[src/rtl/button_reader_pkg.sv]
// button_reader_pkg: shared state encoding and counter sizing for the debounced button reader.
package button_reader_pkg;

    typedef enum logic [1:0] {
        RELEASED,
        PRESS_WAIT,
        PRESSED,
        RELEASE_WAIT
    } btn_state_t;

    // Bits needed to hold values 0..max without wrapping.
    function automatic int cw(input int max);
        return max < 2 ? 1 : $clog2(max + 1);
    endfunction

endpackage

[src/rtl/button_reader_if.sv]
// button_reader_if: raw pins in, debounced level and strobes out.
interface button_reader_if #(
    parameter int N = 4
);
    logic [N-1:0] BTN;
    logic [N-1:0] LEVEL;
    logic [N-1:0] PRESS;
    logic [N-1:0] RELEASE;
    logic [N-1:0] REPEAT;

    modport master (output BTN, input LEVEL, PRESS, RELEASE, REPEAT);
    modport slave (input BTN, output LEVEL, PRESS, RELEASE, REPEAT);
endinterface

[src/rtl/button_reader_channel.sv]
// button_channel: synchronizer, debounce FSM and hold/repeat timer for one pressed-high pin.
module button_channel
    import button_reader_pkg::*;
#(
    parameter int DEBOUNCE_CYCLES = 120000,
    parameter int HOLD_CYCLES     = 6000000,
    parameter int REPEAT_CYCLES   = 1200000
) (
    input  logic CLK,
    input  logic RST,
    input  logic pin,
    output logic level,
    output logic press,
    output logic rel,
    output logic rpt
);
    localparam int CW = cw(DEBOUNCE_CYCLES - 1);
    localparam int HW = cw(HOLD_CYCLES - 1);
    localparam logic [CW-1:0] C_ONE = CW'(1);
    localparam logic [CW-1:0] C_LAST = CW'(DEBOUNCE_CYCLES - 1);
    localparam logic [HW-1:0] H_LAST = HW'(HOLD_CYCLES - 1);
    localparam logic [HW-1:0] H_RELOAD = HW'(HOLD_CYCLES - REPEAT_CYCLES);

    btn_state_t state, state_n;
    logic [1:0] sync;
    logic [CW-1:0] cnt, cnt_n;
    logic [HW-1:0] hcnt, hcnt_n, hnext;
    logic level_n, press_n, rel_n, rpt_n, hit, s;

    assign s = sync[1];
    assign hit = hcnt == H_LAST;
    assign hnext = hit ? H_RELOAD : hcnt + HW'(1);

    always_ff @(posedge CLK or posedge RST) begin
        if (RST) begin
            sync <= '0;
            state <= RELEASED;
            cnt <= '0;
            hcnt <= '0;
            level <= 1'b0;
            press <= 1'b0;
            rel <= 1'b0;
            rpt <= 1'b0;
        end else begin
            sync <= {sync[0], pin};
            state <= state_n;
            cnt <= cnt_n;
            hcnt <= hcnt_n;
            level <= level_n;
            press <= press_n;
            rel <= rel_n;
            rpt <= rpt_n;
        end
    end

    // A bounce back into PRESSED counts as a held cycle, so only RELEASE_WAIT time is excluded.
    always_comb begin
        state_n = state;
        cnt_n = cnt;
        hcnt_n = hcnt;
        level_n = level;
        press_n = 1'b0;
        rel_n = 1'b0;
        rpt_n = 1'b0;
        case (state)
            RELEASED: begin
                if (s) begin
                    state_n = PRESS_WAIT;
                    cnt_n = C_ONE;
                end
            end
            PRESS_WAIT: begin
                if (!s) begin
                    state_n = RELEASED;
                end else if (cnt == C_LAST) begin
                    state_n = PRESSED;
                    level_n = 1'b1;
                    press_n = 1'b1;
                    hcnt_n = '0;
                end else begin
                    cnt_n = cnt + CW'(1);
                end
            end
            PRESSED: begin
                if (!s) begin
                    state_n = RELEASE_WAIT;
                    cnt_n = C_ONE;
                end else begin
                    rpt_n = hit;
                    hcnt_n = hnext;
                end
            end
            RELEASE_WAIT: begin
                if (s) begin
                    state_n = PRESSED;
                    rpt_n = hit;
                    hcnt_n = hnext;
                end else if (cnt == C_LAST) begin
                    state_n = RELEASED;
                    level_n = 1'b0;
                    rel_n = 1'b1;
                end else begin
                    cnt_n = cnt + CW'(1);
                end
            end
        endcase
    end

endmodule

[src/rtl/button_reader.sv]
// button_reader: N independent debounced buttons with level, press, release and auto-repeat outputs.
module button_reader
    import button_reader_pkg::*;
#(
    parameter int N               = 4,
    parameter int ACTIVE_LOW      = 1,
    parameter int DEBOUNCE_CYCLES = 120000,
    parameter int HOLD_CYCLES     = 6000000,
    parameter int REPEAT_CYCLES   = 1200000
) (
    input logic CLK,
    input logic RST,
    button_reader_if.slave bus
);
    // Normalizing before the synchronizer lets its reset value 0 mean "not pressed" for either polarity.
    for (genvar i = 0; i < N; i++) begin : g_ch
        button_channel #(
            .DEBOUNCE_CYCLES(DEBOUNCE_CYCLES),
            .HOLD_CYCLES(HOLD_CYCLES),
            .REPEAT_CYCLES(REPEAT_CYCLES)
        ) u_ch (
            .CLK(CLK),
            .RST(RST),
            .pin(bus.BTN[i] ^ (ACTIVE_LOW != 0)),
            .level(bus.LEVEL[i]),
            .press(bus.PRESS[i]),
            .rel(bus.RELEASE[i]),
            .rpt(bus.REPEAT[i])
        );
    end

endmodule
[src/flat_wrapper.sv]
// flat-port wrapper written by rule: the top's interface ports become plain ports
module button_reader_flat import button_reader_pkg::*;
#(
    parameter int N               = 4,
    parameter int ACTIVE_LOW      = 1,
    parameter int DEBOUNCE_CYCLES = 120000,
    parameter int HOLD_CYCLES     = 6000000,
    parameter int REPEAT_CYCLES   = 1200000
)
  (CLK, RST, bus_BTN, bus_LEVEL, bus_PRESS, bus_RELEASE, bus_REPEAT);
  button_reader_if #(.N(N)) bus_i ();
  input logic CLK;
  input logic RST;
  input wire logic [$bits(bus_i.BTN)-1:0] bus_BTN;
  output wire logic [$bits(bus_i.LEVEL)-1:0] bus_LEVEL;
  output wire logic [$bits(bus_i.PRESS)-1:0] bus_PRESS;
  output wire logic [$bits(bus_i.RELEASE)-1:0] bus_RELEASE;
  output wire logic [$bits(bus_i.REPEAT)-1:0] bus_REPEAT;
  assign bus_i.BTN = bus_BTN;
  assign bus_LEVEL = bus_i.LEVEL;
  assign bus_PRESS = bus_i.PRESS;
  assign bus_RELEASE = bus_i.RELEASE;
  assign bus_REPEAT = bus_i.REPEAT;
  button_reader #(.N(N), .ACTIVE_LOW(ACTIVE_LOW), .DEBOUNCE_CYCLES(DEBOUNCE_CYCLES), .HOLD_CYCLES(HOLD_CYCLES), .REPEAT_CYCLES(REPEAT_CYCLES)) u_core (.CLK(CLK), .RST(RST), .bus(bus_i));
endmodule
[config.mk]
export PLATFORM = sky130hd
export DESIGN_NAME = button_reader_flat
export DESIGN_NICKNAME = d
export VERILOG_FILES = /design/src/rtl/button_reader_pkg.sv /design/src/rtl/button_reader_if.sv /design/src/rtl/button_reader_channel.sv /design/src/rtl/button_reader.sv /design/src/flat_wrapper.sv
export SDC_FILE = /design/constraint.sdc
export NUM_CORES = 1
export LEC_CHECK = 0
export ABC_AREA = 1
export CELL_PAD_IN_SITES_DETAIL_PLACEMENT = 1
export CELL_PAD_IN_SITES_GLOBAL_PLACEMENT = 2
export CORE_UTILIZATION = 41
export CTS_BUF_LIST = sky130_fd_sc_hd__clkbuf_4
export CTS_CLUSTER_DIAMETER = 50
export DETAILED_ROUTE_END_ITERATION = 6
export HOLD_SLACK_MARGIN = 0.05
export PLACE_DENSITY = 0.95
export SLEW_MARGIN = 0
export SYNTH_ARGS = -nofsm -noshare
export SYNTH_HDL_FRONTEND = slang
export SYNTH_HIERARCHICAL = 1
export SYNTH_SLANG_ARGS = --single-unit
[constraint.sdc]
create_clock -name CLK -period 3.15 [get_ports CLK]
set_input_delay 0.945 -clock CLK [delete_from_list [all_inputs] [get_ports CLK]]
set_output_delay 0.945 -clock CLK [all_outputs]
set_load 0.03 [all_outputs]
; ---- After elaboration in Yosys (flattened, before gate mapping)
; Index checks and enable logic that the tools add are counted.
; Widths: inputs -> output; s select.
[totals]
out_inout_bits = 16
inputBits = 6
elab_cells = 252
register_bits = 192
[op_classes]
eq_ne = 56
n_reduce_logical = 32
addsub = 8
n_bitwise = 4
mux = 120
[op_table]
columns = cell, n
row1 = $mux 23, 16
row2 = $mux 17, 20
row3 = $pmux 17 s4, 4
row4 = $pmux 23 s2, 4
row5 = $add 23x1->23 const B, 4
row6 = $eq 23x23->1 const B, 4
row7 = $add 17x1->17 const B, 4
row8 = $eq 17x17->1 const B, 4
row9 = $mux 2, 24
row10 = $ne 2x2->1 const B, 24
row11 = $reduce_and 4->1, 12
row12 = $mux 1, 44
row13 = $pmux 2 s4, 4
row14 = $ne 3x3->1 const B, 8
row15 = $reduce_and 5->1, 4
row16 = $eq 2x2->1 const B, 8
row17 = $reduce_bool 2->1, 8
row18 = $eq 2x1->1 const B, 4
row19 = $logic_not 2->1, 4
row20 = $ne 2x1->1 const B, 4
row21 = $pmux 1 s2, 4
row22 = $reduce_or 2->1, 4
row23 = $not 1->1, 4

; ---- Longest topological paths before layout
; Gate-level depths: netlist (run 1).
[depth]
depth_word = 4
mapped_depth = 10

; ---- Cells and area by module
; Netlist (run 1), hierarchy kept.
[modules_own_cells]
columns = mod, cells_per_inst, n_inst, seq_area_each_um2, area_each_um2
row1 = button_channel at u_core.g_ch[1].u_ch ..., 422, 2, 1201.2, 2985.4
row2 = button_channel at u_core.g_ch[3].u_ch, 420, 1, 1201.2, 2989.1
row3 = button_channel at u_core.g_ch[0].u_ch, 418, 1, 1201.2, 2972.9
row4 = button_reader, 4, 1, 0.0, 15.0

; ---- Least setup slack after synthesis (run 1)
; OpenSTA, ideal clock, no wires.
[synth_path]
path_type = register to register
from = register u_core.g_ch[1].u_ch.cnt[0]
to = register u_core.g_ch[1].u_ch.hcnt[9]
required_time_ps = 3025
stages_incl_launch_ff = 10
setup_time_ps = 125
setup_slack_ps = 1616
period_less_slack_ps = 1534
arrival_ps = 1409
cell_sequence = dfrtp_1 > ha_1 > nand3_4 > nor2_8 > nand4_2 > nand2_2 > inv_2 > buf_6 > nand2_1 > nand3_1
[synth_between]
elab_chain_len = 3
[synth_lines]
columns = element, line
row1 = start: declaration, button_reader_channel.sv:26  ; logic [CW-1:0] cnt, cnt_n;
row2 = start signal: assignment, button_reader_channel.sv:47  ; cnt <= cnt_n;
row3 = $eq 17x17->1, button_reader_channel.sv:75  ; end else if (cnt == C_LAST) begin
row4 = $ne 2x2->1 (no source line), --
row5 = $reduce_and 4->1 (no source line), --
row6 = end signal: assignment, button_reader_channel.sv:48  ; hcnt <= hcnt_n;
row7 = end: declaration, button_reader_channel.sv:27  ; logic [HW-1:0] hcnt, hcnt_n, hnext;
; No other way between the ends.
; A chain may end at the register's enable or synchronous reset.

; ---- Worst setup path in the final report (run 1)
[layout_path]
from = register u_core.g_ch[0].u_ch.level
to = output bus_LEVEL[0]
[layout_lines]
columns = element, line
row1 = start: declaration, button_reader_channel.sv:12  ; output logic level,
row2 = start signal: assignment, button_reader_channel.sv:49  ; level <= level_n;
row3 = end: declaration, flat_wrapper.sv:15  ; output wire logic [$bits(bus_i.LEVEL)-1:0] bus_LEVEL;
; No word-level cell between the ends.

==> results.tsv, run 1 <==
stage	metric	value	unit
run_status	status	finished, violations left	
run_status	violations	design-rule violations	
logic_synthesis	synth_compound_area_share	8.25	%
global_routing	met1_usage	30.3	%
critical_path	cpMaxStageDelayCell	clkdlybuf4s50_1	
clock_network	htree_levels	4	
clock_network	holdBufCountCts	0	
logic_synthesis	synth.area.top_cells	dfrtp_1, nand2_1, nand3_1	
routing	wl_per_cell	15.3	um
hold_path	holdPathStages	0	
logic_synthesis	synth_xor_area_share	3.74	%
critical_path	reg2regPathDepth	7	
final_layout	drive_gt1_share	6.83	%
clock_network	postCtsSetupBuffers	0	
global_routing	grt_usage	22.4	%
sta	final_hold_viol_count	0	
logic_synthesis	synth_simple_gate_area_share	38.6	%
floorplan	io_pins	22	
floorplan	die_x	173	um
routing	vias	10961	
logic_synthesis	ys_types	41	
placement	io_buffers	21	
floorplan	start_util	41.6	%
critical_path	crit_path_max_fanout	2	
sta	tightest_slew	574	ps
pwr	total_power	4120	uW
sta	rsz0062_at_grt	false	
global_routing	grt_busiest_layer	met2	
routing	vias_per_cell	5.22	
logic_synthesis	yosysWarnings	6	
logic_synthesis	async_flop_share	100	%
run	max_cap_violations	0	
global_routing	grt_antenna_before_repair	2	
logic_synthesis	ys_seq_area_share	40.2	%
routing	drt_iter0_drc	529	
sta	setup_tns	0	ps
logic_synthesis	yosysTopAreaCell	dfrtp_1	
critical_path	cp_num_cells	1	
clock_network	clock_path_buffers	2	
logic_synthesis	synth_top_family_by_area	simple AND/OR/NAND/NOR gates	
clock_network	cts_sinks	192	
sta	post-route-period-util	84.4	%
critical_path	critPathCaptureType	output pin	
logic_synthesis	syn_nets	1700	
logic_synthesis	yosysMostFrequentCell	nand2_1	
critical_path	crit_required	2200	ps
logic_synthesis	synth-edff-count	0	
final_layout	area_delta_synth_final	6.80	%
clock_network	path_clk_slew	200	ps
clock_network	cts_tree	yes	
global_routing	grt_first_pass_wirelength	55.8	mm
routing	wl	32.1	mm
critical_path	critPathLaunchType	register	
clock_network	cts-root-buf	clkbuf_4	
logic_synthesis	yosysTopAreaCellShare	40.2	%
final_layout	ff_latch_area	4800	um^2
sta	setup_violations	0	
floorplan	fp.dieH	173	um
pwr	powerDensity	323	nW/um^2
hold_path	hold_path_class	register to register	
final_layout	fillers	3756	
logic_synthesis	syn_inst	1686	
critical_path	critPathBufInv	1	
pwr	leakagePower	0.00551	uW
clock_network	insertion_delay	620	ps
final_layout	multiInputGateArea	6140	um^2
sta	timing.fmax	0.376	GHz
floorplan	num_rows	62	
logic_synthesis	ys_ff_latch	192	
placement	place_congestion	0.858	
clock_network	cts-resized-gates	0	
routing	antenna_left	0	
global_routing	grtUsageMet3	2.79	%
logic_synthesis	syn_area	11900	um^2
sta	finalClockSkew	38.0	ps
logic_synthesis	ys.flop_type	dfrtp_1	
floorplan	dieArea	29800	um^2
critical_path	worst-setup-path-type	register to output pin	
clock_network	numCtsBuffers	17	
critical_path	slowest_delay	680	ps
global_routing	grt_pass1_vias	11292	
pwr	ir_worst_vdd	171	uV
logic_synthesis	syn_area_per_cell	7.09	um^2
placement	dp_hpwl	24.0	mm
logic_synthesis	synth_common_cells	nand2_1, nor2_1, dfrtp_1, inv_1, nand3_1	
sta	period_needed	2660	ps
logic_synthesis	synth_adder_area_share	0.838	%
global_routing	grt_max_degree	38	
critical_path	worst_path_dominant_cell_family	buffers and inverters	
sta	slew_viol_final	0	
final_layout	layout.nets	1715	
routing	firstDrtPassIters	7	
global_routing	grt_use_met2	38.2	%
final_layout	utilization	44.5	%
global_routing	overflow	0	
routing	route.detailed.drc	1	
critical_path	arrival	1710	ps
floorplan	core_area	28700	um^2
critical_path	crit_chain	clkdlybuf4s50_1	
logic_synthesis	synthMuxAreaShare	0	%
sta	relSlewSlack	61.7	%
-- metrics by stage --
| step | area [um^2] | instances | setup slack [ps] | hold WS (ps) |
|---|---|---|---|---|
| 3_5_place_dp | 12500 | 2066 | 1030 | 336 |
| 5_1_grt | 12800 | 2100 | 388 | 380 |
| 4_1_cts | 12800 | 2098 | 433 | 374 |
| 6_report | 12800 | 2100 | 492 | 371 |
| 2_1_floorplan | 11900 | 1686 | 1060 | 331 |
| 3_3_place_gp | 12500 | 2066 | 1050 | 334 |
-- worst paths after layout --
path / startpoint / endpoint / slack (ps)
hold / removal: u_core/g_ch[3].u_ch/sync[0] / u_core/g_ch[3].u_ch/sync[1] / 370
max in group asynchronous: RST / u_core/g_ch[3].u_ch/cnt[4] / 1750
setup reg to reg: register / u_core/g_ch[1].u_ch/cnt[0] / 1020
hold reg to reg: u_core/g_ch[3].u_ch/sync[0] / u_core/g_ch[3].u_ch/sync[1] / 370
min in group asynchronous: RST / u_core/g_ch[2].u_ch/hcnt[20] / 710
setup / recovery: u_core/g_ch[0].u_ch/level / bus_LEVEL[0] / 490
-- power by group --
part / internal, uW / switching (uW)
combinational: 54.2 / 137
clock: 368 / 1020
sequential: 2500 / 38.3
total: 2920 / 1200
-- final cells by class --
cell class,instances,share of cell area (%)
clock inverter,15,1.26
antenna,2,0.0392
inverter,197,5.81
timing repair buffer,31,2.33
clock buffer,17,1.00
multi-input combinational,1262,48.1
tap,384,3.77
sequential,192,37.7
-- cell usage in the layout (no fill, tap or decap), drive strengths merged, types with 5 or more instances in the layout --
| cell | Yosys | final |
|---|---|---|
| a21oi | 14 | 14 |
| buf | 24 | 10 |
| clkbuf | 11 | 17 |
| clkdlybuf4s50 | 0 | 21 |
| clkinv | 0 | 5 |
| dfrtp | 192 | 192 |
| ha | 8 | 8 |
| inv | 197 | 206 |
| nand2 | 511 | 511 |
| nand3 | 171 | 171 |
| nand3b | 15 | 15 |
| nand4 | 63 | 63 |
| nor2 | 230 | 230 |
| nor3 | 21 | 21 |
| o21ai | 127 | 127 |
| o22ai | 8 | 8 |
| o31ai | 19 | 19 |
| or2 | 10 | 10 |
| xnor2 | 11 | 11 |
| xor2 | 40 | 40 |
-- registers in the layout, summed over array words and instances, names as in the netlist, named ones only --
signal,flops
u_core/g_ch.u_ch/hcnt,92
u_core/g_ch.u_ch/rel,4
u_core/g_ch.u_ch/press,4
u_core/g_ch.u_ch/rpt,4
u_core/g_ch.u_ch/level,4
u_core/g_ch.u_ch/sync,8
u_core/g_ch.u_ch/cnt,68
u_core/g_ch.u_ch/state,4
-- cell families after synthesis --
logic type,count (synthesis)
AOI/OAI and AO/OA,177
xor gates and xnor gates,51
adders and majority gates,8
buffers and inverters,232
DFF,192
and+or+nand+nor,1026
-- routing by layer --
layer	vias to the layer above	wire length, um
met4	0	414
met2	113	15600
met1	5335	15500
li1	5483	-
met3	30	661
met5	-	0
Note: power is estimated with default switching activity, not from simulation.
==> inputs of run 2 (changes only) <==
--- a/config.mk
+++ b/config.mk
@@ -8,12 +8,12 @@
 export ABC_AREA = 1
 export CELL_PAD_IN_SITES_DETAIL_PLACEMENT = 1
 export CELL_PAD_IN_SITES_GLOBAL_PLACEMENT = 2
-export CORE_UTILIZATION = 41
+export CORE_UTILIZATION = 38
 export CTS_BUF_LIST = sky130_fd_sc_hd__clkbuf_4
 export CTS_CLUSTER_DIAMETER = 50
 export DETAILED_ROUTE_END_ITERATION = 6
 export HOLD_SLACK_MARGIN = 0.05
-export PLACE_DENSITY = 0.95
+export PLACE_DENSITY = 0.92
 export SLEW_MARGIN = 0
 export SYNTH_ARGS = -nofsm -noshare
 export SYNTH_HDL_FRONTEND = slang
==> constraint.sdc (replaced) <==
create_clock -name CLK -period 2.46 [get_ports CLK]
set_input_delay 0.738 -clock CLK [delete_from_list [all_inputs] [get_ports CLK]]
set_output_delay 0.738 -clock CLK [all_outputs]
set_load 0.03 [all_outputs]
==> results.tsv, run 2 (synthesis gave the netlist of run 1 again) <==
stage	metric	value	unit	change
pwr	p_comb_share	4.8	%	+0.2 points
sta	relSlewSlack	65.3	%	+3.6 points
clock_network	path_clk_slew	180	ps	-20 ps
floorplan	fp.dieH	179	um	+3.8%
floorplan	start_util	38.9	%	-2.8 points
final_layout	layout.nets	1716		+0.058%
pwr	seqPwrFrac	61.7	%	about the same
final_layout	finalNonFillerCells	2111		+0.52%
sta	setup_tns	0	ps	unchanged
final_layout	mostFrequentLayoutCell	nand2_1		
critical_path	critPathLaunchType	register		
routing	route.detailed.drc	2		+1
floorplan	io_pins	22		unchanged
clock_network	clock_path_buffers	2		unchanged
pwr	pwr-share-clk	33.6	%	-0.2 points
sta	rsz0062_at_grt	false		
pwr	p_int	3800	uW	+30%
placement	place_congestion	0.866		+0.99%
floorplan	num_rows	64		+3.2%
sta	timing.fmax	0.448	GHz	
routing	wl_per_cell	15.3	um	about the same
clock_network	htree_levels	4		unchanged
final_layout	drive_gt1_share	6.83	%	unchanged
placement	dp_cells	2079		+0.63%
final_layout	final_cell_mix	nand2_1, nor2_1, dfrtp_1		
run_status	status	finished, violations left		
floorplan	dieArea	32200	um^2	+7.8%
global_routing	grt_pass1_vias	10939		-3.1%
routing	vias	10952		-0.082%
critical_path	cpMaxStageDelayCell	dfrtp_1		
clock_network	insertion_delay	640	ps	+20 ps
final_layout	ff_latch_area	4800	um^2	unchanged
pwr	p_sw	1460	uW	+22%
critical_path	slowest_delay	440	ps	-240 ps
global_routing	grt_antenna_before_repair	1		-1
sta	setup_violations	0		unchanged
pwr	ir_worst_vdd	252	uV	+47%
routing	wl	32.3	mm	+0.48%
run	max_cap_violations	0		unchanged
final_layout	reg.largest.list	u_core/g_ch.u_ch/hcnt: 92 flops, u_core/g_ch.u_ch/cnt: 68 flops, u_core/g_ch.u_ch/sync: 8 flops		
final_layout	fillers	4039		+7.5%
global_routing	overflow	0		unchanged
clock_network	cts-root-buf	clkbuf_4		
routing	antenna_left	0		unchanged
routing	vias_per_cell	5.19		-0.60%
sta	worst_slack	230	ps	-262 ps
pwr	powerDensity	411	nW/um^2	+27%
critical_path	critPathCaptureType	output pin		
sta	final_hold_viol_count	0		unchanged
critical_path	critPathBufInv	1		unchanged
sta	slew_viol_final	0		unchanged
final_layout	largest-register	u_core/g_ch.u_ch/hcnt		
critical_path	crit_chain	dlygate4sd2_1		
final_layout	area_delta_synth_final	7.22	%	
critical_path	worst_path_dominant_cell_family	flip-flops		
pwr	swShare	27.7	%	-1.4 points
routing	drt_iter0_drc	569		+7.6%
sta	finalClockSkew	24.6	ps	-13.4 ps
floorplan	die_x	179	um	+3.8%
placement	dp_hpwl	23.8	mm	-0.68%
placement	io_buffers	21		unchanged
critical_path	crit_path_max_fanout	2		unchanged
sta	tightest_slew	519	ps	-55.3 ps
floorplan	core_area	30700	um^2	+7.1%
sta	period_needed	2230	ps	
routing	firstDrtPassIters	6		-1
critical_path	worst-setup-path-type	register to output pin		
clock_network	cts_tree	yes		
clock_network	numCtsBuffers	17		unchanged
clock_network	cts_sinks	192		unchanged
critical_path	arrival	1490	ps	-220 ps
final_layout	multiInputGateArea	6140	um^2	unchanged
pwr	leakagePower	0.00571	uW	+3.7%
clock_network	postCtsSetupBuffers	0		unchanged
global_routing	grt_first_pass_wirelength	54.9	mm	-1.6%
global_routing	grt_max_degree	49		+29%
critical_path	crit_required	1720	ps	-480 ps
global_routing	grt_usage	21.3	%	-1.2 points
sta	post-route-period-util	90.7	%	
final_layout	largest_register_ffs	92		unchanged
placement	dp_slack	472	ps	-555 ps
run_status	violations	design-rule violations		
hold_path	hold_path_class	register to register		
==> run 2: final timing paths <==
| path | startpoint | end | slack, ps | depth (start not counted) |
|---|---|---|---|---|
| max in group asynchronous | RST | u_core/g_ch[3].u_ch/hcnt[17] | 1390 | 3 |
| worst min register to register | u_core/g_ch[0].u_ch/sync[0] | u_core/g_ch[0].u_ch/sync[1] | 370 | 0 |
| min in group asynchronous | RST | u_core/g_ch[3].u_ch/cnt[12] | 560 | 2 |
| worst max-delay path | u_core/g_ch[0].u_ch/level | bus_LEVEL[0] | 230 | 1 |
| worst min-delay path | u_core/g_ch[0].u_ch/sync[0] | u_core/g_ch[0].u_ch/sync[1] | 370 | 0 |
| worst max register to register | register | u_core/g_ch[2].u_ch/cnt[0] | 410 | 7 |
==> run 2: per-layer routing <==
metal	wire length [um]	share of wire, %	vias to the layer above	GRT usage (%)
met2	15500	48	74	35.8
li1	-	-	5476	-
met4	350	1.1	0	4.83
met5	0	0	-	0
met3	635	2.0	21	3.31
met1	15800	49	5381	28.6
==> run 2: layout make-up <==
| type | count | share of cell area [%] |
|---|---|---|
| Inverter | 197 | 5.79 |
| Multi-Input combinational cell | 1262 | 47.9 |
| Tap cell | 396 | 3.87 |
| Clock buffer | 17 | 0.996 |
| Timing Repair Buffer | 32 | 2.75 |
| Clock inverter | 14 | 1.12 |
| Sequential cell | 192 | 37.5 |
| Antenna cell | 1 | 0.0195 |
==> run 2: power by group through the flow <==
stage / clock, uW / combinational (uW) / sequential [uW]
floorplan: 0 / 183 / 3290
global placement: 0 / 254 / 3300
detailed placement: 0 / 259 / 3300
CTS: 1860 / 261 / 3240
global route: 1970 / 290 / 3250
finish: 1760 / 252 / 3240
==> run 2: repair_timing <==
item / CTS / global route
resized for setup: 8 / 8
hold buffers: 0 / 0
hold endpoints to repair: 0 / 0
setup endpoints to repair: 8 / 8
==> run 2: stage by stage <==
stage | power [uW] | utilization [%] | instance area (um^2) | hold slack (ps)
4_1_cts | 5360 | 41.6 | 12800 | 375
5_1_grt | 5510 | 41.7 | 12800 | 389
6_report | 5260 | 41.7 | 12800 | 370
3_5_place_dp | 3560 | 40.7 | 12500 | 336
2_1_floorplan | 3470 | - | 11900 | 331
3_3_place_gp | 3550 | 40.7 | 12500 | 335
==> inputs of run 3 (changes only) <==
--- a/config.mk
+++ b/config.mk
@@ -13,7 +13,7 @@
 export CTS_CLUSTER_DIAMETER = 50
 export DETAILED_ROUTE_END_ITERATION = 6
 export HOLD_SLACK_MARGIN = 0.05
-export PLACE_DENSITY = 0.92
+export PLACE_DENSITY_LB_ADDON = 0.1
 export SLEW_MARGIN = 0
 export SYNTH_ARGS = -nofsm -noshare
 export SYNTH_HDL_FRONTEND = slang
==> results.tsv, run 3 (synthesis gave the netlist of run 1 again) <==
stage	metric	value	unit	change
run	max_cap_violations	0		unchanged
hold_path	hp-start	u_core/g_ch[2].u_ch/sync[0]		
final_layout	largest-register	u_core/g_ch.u_ch/hcnt		
critical_path	critPathCaptureType	output pin		
critical_path	cpMaxStageDelayCell	clkdlybuf4s50_1		
critical_path	slowest_delay	660	ps	+220 ps
sta	tightest_slew	523	ps	+4.66 ps
final_layout	drive_gt1_share	6.98	%	+0.16 points
final_layout	largest_register_ffs	92		unchanged
hold_path	min_to	u_core/g_ch[2].u_ch/sync[1]		
run_status	violations	design-rule violations		
global_routing	overflow	0		unchanged
critical_path	crit_path_max_fanout	1		-1
final_layout	fillers	3950		-2.2%
clock_network	insertion_delay	600	ps	-40 ps
sta	slew_viol_final	0		unchanged
critical_path	crit_chain	clkdlybuf4s50_1		
sta	relSlewSlack	65.0	%	-0.32 points
floorplan	num_rows	64		unchanged
hold_path	hold_path_class	register to register		
placement	io_buffers	21		unchanged
floorplan	die_x	179	um	unchanged
floorplan	io_pins	22		unchanged
sta	post-route-period-util	95.1	%	+4.4 points
routing	route.detailed.drc	2		unchanged
pwr	leakagePower	0.00572	uW	about the same
critical_path	worst-setup-path-type	register to output pin		
final_layout	final_cell_mix	nand2_1, nor2_1, dfrtp_1		
clock_network	clock_path_buffers	2		unchanged
critical_path	regToRegEndpoint	u_core/g_ch[1].u_ch/cnt[8]		
sta	period_needed	2340	ps	+109 ps
pwr	ir_worst_vdd	285	uV	+13%
routing	antenna_left	0		unchanged
critical_path	r2r_slack	460	ps	+50 ps
routing	vias_per_cell	5.14		-0.98%
global_routing	grt_first_pass_wirelength	56.3	mm	+2.5%
final_layout	finalNonFillerCells	2115		+0.19%
pwr	total_power	5260	uW	about the same
sta	setup_tns	0	ps	unchanged
routing	firstDrtPassIters	6		unchanged
critical_path	worst_path_dominant_cell_family	buffers and inverters		
placement	dp_cells	2084		+0.24%
routing	wl_per_cell	15.6	um	+1.9%
global_routing	grt_antenna_before_repair	1		unchanged
clock_network	cts_tree	yes		
sta	timing.fmax	0.427	GHz	-4.7%
clock_network	path_clk_slew	160	ps	-20 ps
final_layout	utilization	41.8	%	+0.13 points
placement	place_congestion	0.858		-0.98%
final_layout	reg.largest.list	u_core/g_ch.u_ch/hcnt: 92 flops, u_core/g_ch.u_ch/cnt: 68 flops, u_core/g_ch.u_ch/sync: 8 flops		
sta	rsz0062_at_grt	false		
routing	vias	10865		-0.79%
placement	dp_hpwl	24.8	mm	+4.5%
global_routing	grt_usage	22.0	%	+0.70 points
routing	drt_iter0_drc	573		+0.70%
hold_path	holdPathStages	0		unchanged
critical_path	reg2regPathDepth	7		unchanged
critical_path	critPathLaunchType	register		
floorplan	core_area	30700	um^2	unchanged
critical_path	crit_required	1720	ps	about the same
final_layout	layout.nets	1721		+0.29%
clock_network	cts_sinks	192		unchanged
sta	setup_violations	0		unchanged
clock_network	numCtsBuffers	17		unchanged
clock_network	holdBufCountCts	0		unchanged
final_layout	area_delta_synth_final	7.56	%	
clock_network	htree_levels	4		unchanged
routing	wl	32.9	mm	+2.1%
pwr	powerDensity	409	nW/um^2	-0.28%
critical_path	critPathBufInv	1		unchanged
global_routing	grt_max_degree	49		unchanged
clock_network	cts-root-buf	clkbuf_4		
placement	dp_slack	464	ps	-8.02 ps
sta	final_hold_viol_count	0		unchanged
critical_path	arrival	1600	ps	+110 ps
floorplan	start_util	38.9	%	unchanged
sta	finalClockSkew	19.6	ps	-5.00 ps
global_routing	grt_pass1_vias	11019		+0.73%
clock_network	postCtsSetupBuffers	0		unchanged
floorplan	dieArea	32200	um^2	unchanged
run_status	status	finished, violations left		
sta	worst_slack	121	ps	-109 ps
final_layout	mostFrequentLayoutCell	nand2_1		
floorplan	fp.dieH	179	um	unchanged
-- run 3: final cells by class --
cell class                      instances  area, um^2  area share, %
Tap cell                              396         495           3.86
Inverter                              197         742           5.77
Clock inverter                         12         136           1.06
Multi-Input combinational cell       1262        6140           47.8
Antenna cell                            1        2.50         0.0195
Sequential cell                       192        4800           37.4
Clock buffer                           18         135           1.05
Timing Repair Buffer                   37         394           3.07
-- run 3: metrics by stage --
stage / hold WS, ps / instance area, um^2
after global routing: 382 / 12900
after detailed placement: 339 / 12600
after global placement: 335 / 12600
after CTS: 376 / 12800
after floorplan: 331 / 11900
final: 372 / 12900
-- run 3: routing by layer --
metal	vias to the layer above	global-route usage, %	part of all wire, %
met5	-	0	0
met1	5294	31.1	51
met4	0	4.59	0.86
li1	5480	-	-
met2	75	35.4	46
met3	16	3.20	1.9
-- run 3: timing repair --
| action | 4_1_cts | 5_1_grt |
|---|---|---|
| pin swaps | 0 | 0 |
| gates resized for setup | 5 | 8 |
| setup endpoints to repair | 5 | 8 |
-- run 3: worst max path at each step --
| stage | startpoint | end | slack (ps) | cells past startpoint |
|---|---|---|---|---|
| after CTS | u_core/g_ch[3].u_ch/rel | bus_RELEASE[3] | 5 | 1 |
| after floorplan | RST | async pin | 580 | 1 |
| after global placement | register | u_core/g_ch[2].u_ch/cnt[11] | 490 | 6 |
| after global routing | u_core/g_ch[1].u_ch/rpt | bus_REPEAT[1] | 2 | 1 |
| final | u_core/g_ch[0].u_ch/rel | bus_RELEASE[0] | 120 | 1 |
| after detailed placement | register | u_core/g_ch[1].u_ch/cnt[0] | 460 | 7 |
-- run 3: report_power, final --
group	internal, uW	switching [uW]	total [uW]
logic	76.5	179	255
registers	3200	45.9	3240
clock network	613	1150	1760
total	3890	1380	5260
